### config.mk
export PLATFORM = sky130hd
export DESIGN_NAME = sseg_mux_driver
export DESIGN_NICKNAME = d
export VERILOG_FILES = /design/src/rtl/sseg_pkg.sv /design/src/rtl/sseg_decode.sv /design/src/rtl/sseg_mux_driver.sv
export SDC_FILE = /design/constraint.sdc
export NUM_CORES = 1
export LEC_CHECK = 0
export ABC_CLOCK_PERIOD_IN_PS = 2100
export CORE_ASPECT_RATIO = 0.8
export CORE_MARGIN = 2
export CORE_UTILIZATION = 52
export CTS_BUF_LIST = sky130_fd_sc_hd__clkbuf_2 sky130_fd_sc_hd__clkbuf_4 sky130_fd_sc_hd__clkbuf_8
export DETAILED_ROUTE_END_ITERATION = 6
export GPL_TIMING_DRIVEN = 0
export MAX_ROUTING_LAYER = met4
export PLACE_DENSITY_LB_ADDON = 0.1
export SLEW_MARGIN = 10
export SYNTH_ARGS = -nofsm -noshare
export SYNTH_HDL_FRONTEND = slang
export SYNTH_SLANG_ARGS = --single-unit
### constraint.sdc
create_clock -name clk -period 2.1 [get_ports clk]
set_clock_uncertainty 0.2 [all_clocks]
set_input_delay 0.63 -clock clk [delete_from_list [all_inputs] [get_ports clk]]
set_output_delay 0.63 -clock clk [all_outputs]
set_load 0.01 [all_outputs]
### src/rtl/sseg_pkg.sv
// Shared constants for the seven-segment scan driver: blank pattern,
// hex-to-gfedcba active-low table and the digit-index width helper.
package sseg_pkg;

  localparam logic [6:0] SEG_BLANK = 7'h7F;

  // Index 0..15 -> gfedcba pattern, 0 = segment lit
  localparam logic [6:0] SEG_TABLE [16] = '{
    7'h40, 7'h79, 7'h24, 7'h30, 7'h19, 7'h12, 7'h02, 7'h78,
    7'h00, 7'h10, 7'h08, 7'h03, 7'h46, 7'h21, 7'h06, 7'h0E
  };

  function automatic int digit_idx_width(input int n);
    return (n <= 1) ? 1 : $clog2(n);
  endfunction

endpackage

### src/rtl/sseg_decode.sv
// Combinational nibble to gfedcba active-low segment decoder.
module sseg_decode
  import sseg_pkg::*;
(
  input  logic [3:0] i_nibble,
  output logic [6:0] o_seg
);

  assign o_seg = SEG_TABLE[i_nibble];

endmodule

### src/rtl/sseg_mux_driver.sv
// Time-multiplexed N-digit common-anode display driver with double-buffered
// data, guard cycles between digits, leading-zero blanking and PWM dimming.
module sseg_mux_driver
  import sseg_pkg::*;
#(
  parameter int N_DIGITS    = 4,
  parameter int REFRESH_DIV = 100000,
  parameter int GUARD       = 2
) (
  input  logic                    clk,
  input  logic                    reset_n,
  input  logic                    load,
  input  logic [4*N_DIGITS-1:0]   hex_in,
  input  logic [N_DIGITS-1:0]     dp_in,
  input  logic [N_DIGITS-1:0]     blank_in,
  input  logic                    lzb_en,
  input  logic [3:0]              duty,
  output logic [N_DIGITS-1:0]     an,
  output logic [6:0]              sseg,
  output logic                    dp,
  output logic                    frame_tick
);

  localparam int DIG_W  = digit_idx_width(N_DIGITS);
  localparam int SLOT_W = $clog2(REFRESH_DIV);
  localparam logic [SLOT_W-1:0] LAST_SLOT  = SLOT_W'(REFRESH_DIV - 1);
  localparam logic [SLOT_W-1:0] GUARD_SLOT = SLOT_W'(GUARD);
  localparam logic [DIG_W-1:0]  LAST_DIG   = DIG_W'(N_DIGITS - 1);

  logic [SLOT_W-1:0]     r_slot_cnt;
  logic [DIG_W-1:0]      r_digit_idx;
  logic [3:0]            r_pwm_cnt;
  logic [4*N_DIGITS-1:0] r_act_hex, r_pend_hex;
  logic [N_DIGITS-1:0]   r_act_dp, r_pend_dp;
  logic [N_DIGITS-1:0]   r_act_blank, r_pend_blank;
  logic                  r_pend_valid;
  logic [N_DIGITS-1:0]   r_an;
  logic [6:0]            r_sseg;
  logic                  r_dp;
  logic                  r_frame_tick;

  logic                  w_slot_wrap;
  logic                  w_frame_end;
  logic [3:0]            w_hex_arr [N_DIGITS];
  logic [N_DIGITS-1:0]   w_zero_from;
  logic                  w_all_zero;
  logic [N_DIGITS-1:0]   w_an_sel;
  logic [3:0]            w_cur_hex;
  logic [6:0]            w_dec_seg;
  logic                  w_suppress;
  logic                  w_pwm_on;
  logic                  w_dark;

  assign w_slot_wrap = (r_slot_cnt == LAST_SLOT);
  assign w_frame_end = w_slot_wrap && (r_digit_idx == LAST_DIG);

  genvar gi;
  generate
    for (gi = 0; gi < N_DIGITS; gi++) begin : g_digit
      assign w_hex_arr[gi] = r_act_hex[4*gi +: 4];
      assign w_an_sel[gi]  = (r_digit_idx != DIG_W'(gi));
    end
  endgenerate

  // w_zero_from[k] is set when digit k and every digit above it are zero
  always_comb begin
    w_zero_from = '0;
    w_all_zero  = 1'b1;
    for (int i = N_DIGITS - 1; i >= 0; i--) begin
      w_all_zero     = w_all_zero & (w_hex_arr[i] == 4'd0);
      w_zero_from[i] = w_all_zero;
    end
  end

  assign w_cur_hex  = w_hex_arr[r_digit_idx];
  assign w_suppress = lzb_en && (r_digit_idx != '0) && w_zero_from[r_digit_idx];
  assign w_pwm_on   = (r_pwm_cnt <= duty);
  assign w_dark     = (r_slot_cnt < GUARD_SLOT) || !w_pwm_on || r_act_blank[r_digit_idx];

  sseg_decode u_decode (
    .i_nibble (w_cur_hex),
    .o_seg    (w_dec_seg)
  );

  always_ff @(posedge clk or negedge reset_n) begin
    if (!reset_n) begin
      r_slot_cnt  <= '0;
      r_digit_idx <= '0;
      r_pwm_cnt   <= '0;
    end else begin
      r_pwm_cnt <= r_pwm_cnt + 4'd1;
      if (w_slot_wrap) begin
        r_slot_cnt  <= '0;
        r_digit_idx <= (r_digit_idx == LAST_DIG) ? '0 : r_digit_idx + DIG_W'(1);
      end else begin
        r_slot_cnt <= r_slot_cnt + SLOT_W'(1);
      end
    end
  end

  // A load coinciding with a frame end still commits the older pending data
  always_ff @(posedge clk or negedge reset_n) begin
    if (!reset_n) begin
      r_act_hex    <= '0;
      r_act_dp     <= '0;
      r_act_blank  <= '1;
      r_pend_hex   <= '0;
      r_pend_dp    <= '0;
      r_pend_blank <= '1;
      r_pend_valid <= 1'b0;
    end else begin
      if (w_frame_end && r_pend_valid) begin
        r_act_hex   <= r_pend_hex;
        r_act_dp    <= r_pend_dp;
        r_act_blank <= r_pend_blank;
      end
      if (load) begin
        r_pend_hex   <= hex_in;
        r_pend_dp    <= dp_in;
        r_pend_blank <= blank_in;
        r_pend_valid <= 1'b1;
      end else if (w_frame_end) begin
        r_pend_valid <= 1'b0;
      end
    end
  end

  always_ff @(posedge clk or negedge reset_n) begin
    if (!reset_n) begin
      r_an         <= '1;
      r_sseg       <= SEG_BLANK;
      r_dp         <= 1'b1;
      r_frame_tick <= 1'b0;
    end else begin
      r_frame_tick <= w_frame_end;
      if (w_dark) begin
        r_an   <= '1;
        r_sseg <= SEG_BLANK;
        r_dp   <= 1'b1;
      end else begin
        r_an   <= w_an_sel;
        r_sseg <= w_suppress ? SEG_BLANK : w_dec_seg;
        r_dp   <= ~r_act_dp[r_digit_idx];
      end
    end
  end

  assign an         = r_an;
  assign sseg       = r_sseg;
  assign dp         = r_dp;
  assign frame_tick = r_frame_tick;

endmodule

==> reports/qor.yml <==
port_buffers: 43
ir_drop_uv: 365
finalSetupTns_ps: -186
drv_slew: 0
synth_top_family_by_area: "multiplexers"
slew-limit-headroom_pct: 61.1
io_pins: 45
grt_use_total_pct: 21.0
antenna_found_initial: 0
path_cells: "buf_6 -> mux4_2 -> inv_4 -> ha_4 -> nor2_2 -> or3b_1 -> o211ai_1"
synth-xor-area-share_pct: 3.86
grt_overflow: 0
area_growth_syn_to_layout_pct: 34.2
wirelength_um: 7830
end_kind: "register"
drtIter0Drc: 76
power_density_nw_per_um2: 575
gp_congestion: 0.861
nNetsFinal: 422
syn-num-nets: 341
final_cell_mix: "60 x dfrtp_1, 26 x clkdlybuf4s50_1, 25 x mux2_2"
cp_data_required_time_ps: 2190
path_clk_slew_ps: 90
path_max_fanout: 6
worstHoldPathType: "input pin to asynchronous set/reset pin"
core_area_um2: 7290
crit_arrival_ps: 2220
start_util_pct: 52.9
diodes: 0
grt_pass1_wl_um: 12500
root_buffer: "clkbuf_8"
status: "finished with violations"
hpwl_um: 4970
rr_worst_depth: 7
final_common_cell: "dfrtp_1"
cap_violations: 0
firstDrtPassIters: 4
r2r_slack_ps: -40
cts.sinks: 85
clk_latency_ps: 360
ant_nets: 0
wl_per_cell_um: 16.7
hold_buffers: 0
synth.area.mux_share_pct: 18.1
grt_max_degree: 52
yosys.area_share.adder_pct: 5.19
crit_slowest_cell: "mux4_2"
htreeDepth: 3
viasPerCell: 5.33
leakage_nw: 2.27
final_layout_size_suffix_gt1_share_pct: 44.6
fp.dieArea_um2: 8130
synth-simple-area-share_pct: 10.4
die_y_um: 81.0
drc: 0
synth_compound_area_share_pct: 3.37
worst_pin_slew_ps: 584
avgSynthCellArea_um2: 13.2
grt_pass1_vias: 2528
synth_largest_area_cell: "dfrtp_1"
synth_cell_types: 40
synth_top_area_share_pct: 42.2
placementRows: 28
cts_max_path_buffers: 2
syn_inst: 293
setup_ws_ps: -35.9
path_delay_family: "multiplexers"
filler_cell_count: 499
syn-cell-area_um2: 3860
yosysWarnings: 0
seq_area_frac_synth_pct: 55.8
stdcell_count: 469
rsz0062_at_grt: "yes"
ys_seq_elements: 85
cts-buffers-inserted: 9
r2r_start: "r_digit_idx[0]"
die_w_um: 100
failed_checks: "negative setup slack"
yosys-top-cells-area: "dfrtp_1 42%, dfstp_2 14%, mux2_2 8.5%"
path_buf_inv: 2
critical_path_class: "register to register"
place_inst: 427
num_vias: 2499
cts_tree: "yes"
post-route-min-period_ps: 2140
slowest_delay_ps: 580
setup_viol: 14
timing.fmax_mhz: 468
post-route-period-util_pct: 102
hold_viol_final: 0
r2r-end: "sseg[3]"
startpoint_type: "register"
[sequential cells by signal (all words and copies together) (netlist names), 4 cells and up]
signal,cells
r_pend_dp,4
r_pwm_cnt,4
r_pend_blank,4
r_act_dp,4
r_act_blank,4
r_act_hex,16
sseg,7
r_slot_cnt,17
an,4
r_pend_hex,16
[stage by stage]
| stage | utilization (%) | total power (W) | cell area, um2 | setup slack (ps) | hold WS [ps] |
|---|---|---|---|---|---|
| floorplan | - | 0.00182 | 3960 | -42.5 | 134 |
| global placement | 61.8 | 0.00192 | 4500 | -2740 | 264 |
| detailed placement | 62.1 | 0.00194 | 4530 | -736 | 268 |
| CTS | 68.1 | 0.00301 | 4970 | -110 | 17.9 |
| global route | 71.0 | 0.00311 | 5170 | -125 | 20.6 |
| finish | 71.0 | 0.00298 | 5170 | -35.9 | 6.97 |
[cell usage after synthesis]
master / instances
nand3_1: 8
o211ai_1: 5
o2111ai_1: 1
mux2_1: 20
o21bai_1: 1
nand3b_1: 1
nor2_1: 17
and4_1: 3
buf_4: 1
or2_2: 1
a31oi_1: 1
and3_1: 1
dfstp_2: 20
ha_1: 16
xor2_1: 10
buf_12: 2
and2_1: 1
a211oi_1: 1
nand4_1: 4
xnor2_1: 7
nor4_1: 7
o311ai_0: 2
o21ai_0: 4
nand2_1: 22
nor2b_1: 4
clkbuf_1: 4
o22ai_1: 1
or3b_1: 1
dfrtp_1: 65
nor3_2: 2
buf_2: 3
mux2_2: 29
mux4_2: 6
nor3_1: 3
inv_1: 11
nor4_2: 2
buf_1: 2
o22a_1: 1
a21oi_1: 2
mux2i_1: 1
[worst reg2reg max path: stages (launching register included)]
cell	delay (ps)
dfrtp_1	390
buf_6	150
mux4_2	580
inv_4	120
ha_4	140
nor2_2	30
or3b_1	370
o211ai_1	90
[how the worst max path moves through the flow]
stage	end	depth (start not counted)	slack (ps)	start
2_1_floorplan	r_act_dp[0]	8	-40	r_slot_cnt[1]
3_3_place_gp	r_slot_cnt[13]	1	-2740	reset_n
3_5_place_dp	sseg[5]	8	-740	duty[2]
4_1_cts	r_act_dp[1]	7	-110	r_slot_cnt[8]
5_1_grt	sseg[4]	8	-120	r_digit_idx[0]
6_report	sseg[3]	7	-40	r_digit_idx[0]
[cells by family after synthesis]
logic type,Yosys count
buf+inv,23
mux,56
xor+xnor,17
compound gates,19
fa+ha+maj,16
simple gates,77
flops,85
[power by group]
group          switching, W  leakage [nW]  internal (W)
Clock              0.000623        0.0921      0.000448
Combinational     0.0000741          1.13      0.000110
Sequential        0.0000274          1.04       0.00170
Total              0.000725          2.27       0.00225
[per-layer routing]
layer / vias to the layer above / GRT usage [%] / wire length [um]
li1: 1192 / - / -
met1: 1243 / 28.4 / 3760
met2: 51 / 31.3 / 3670
met3: 13 / 6.20 / 289
met4: 0 / 5.89 / 117
met5: - / - / 0
[area by class of cell]
| type | instances | area, um2 | share of cell area (%) |
|---|---|---|---|
| plain buffers | 7 | 38.8 | 0.750 |
| clock buffers | 9 | 124 | 2.39 |
| clock inverters | 7 | 58.8 | 1.14 |
| inverters | 11 | 50.0 | 0.967 |
| multi-input cells | 185 | 1900 | 36.7 |
| flip-flops and latches | 85 | 2160 | 41.7 |
| well taps | 90 | 113 | 2.18 |
| repair buffers | 75 | 731 | 14.1 |
[timing repair]
item / CTS / global route
endpoints found under the setup margin: 50 / 46
setup buffers: 18 / 13
pin swaps: 13 / 20
resized for setup: 39 / 42
gates cloned: 2 / 0
hold endpoints to repair: 0 / 0
No activity file was read; power rests on OpenSTA's default activity.
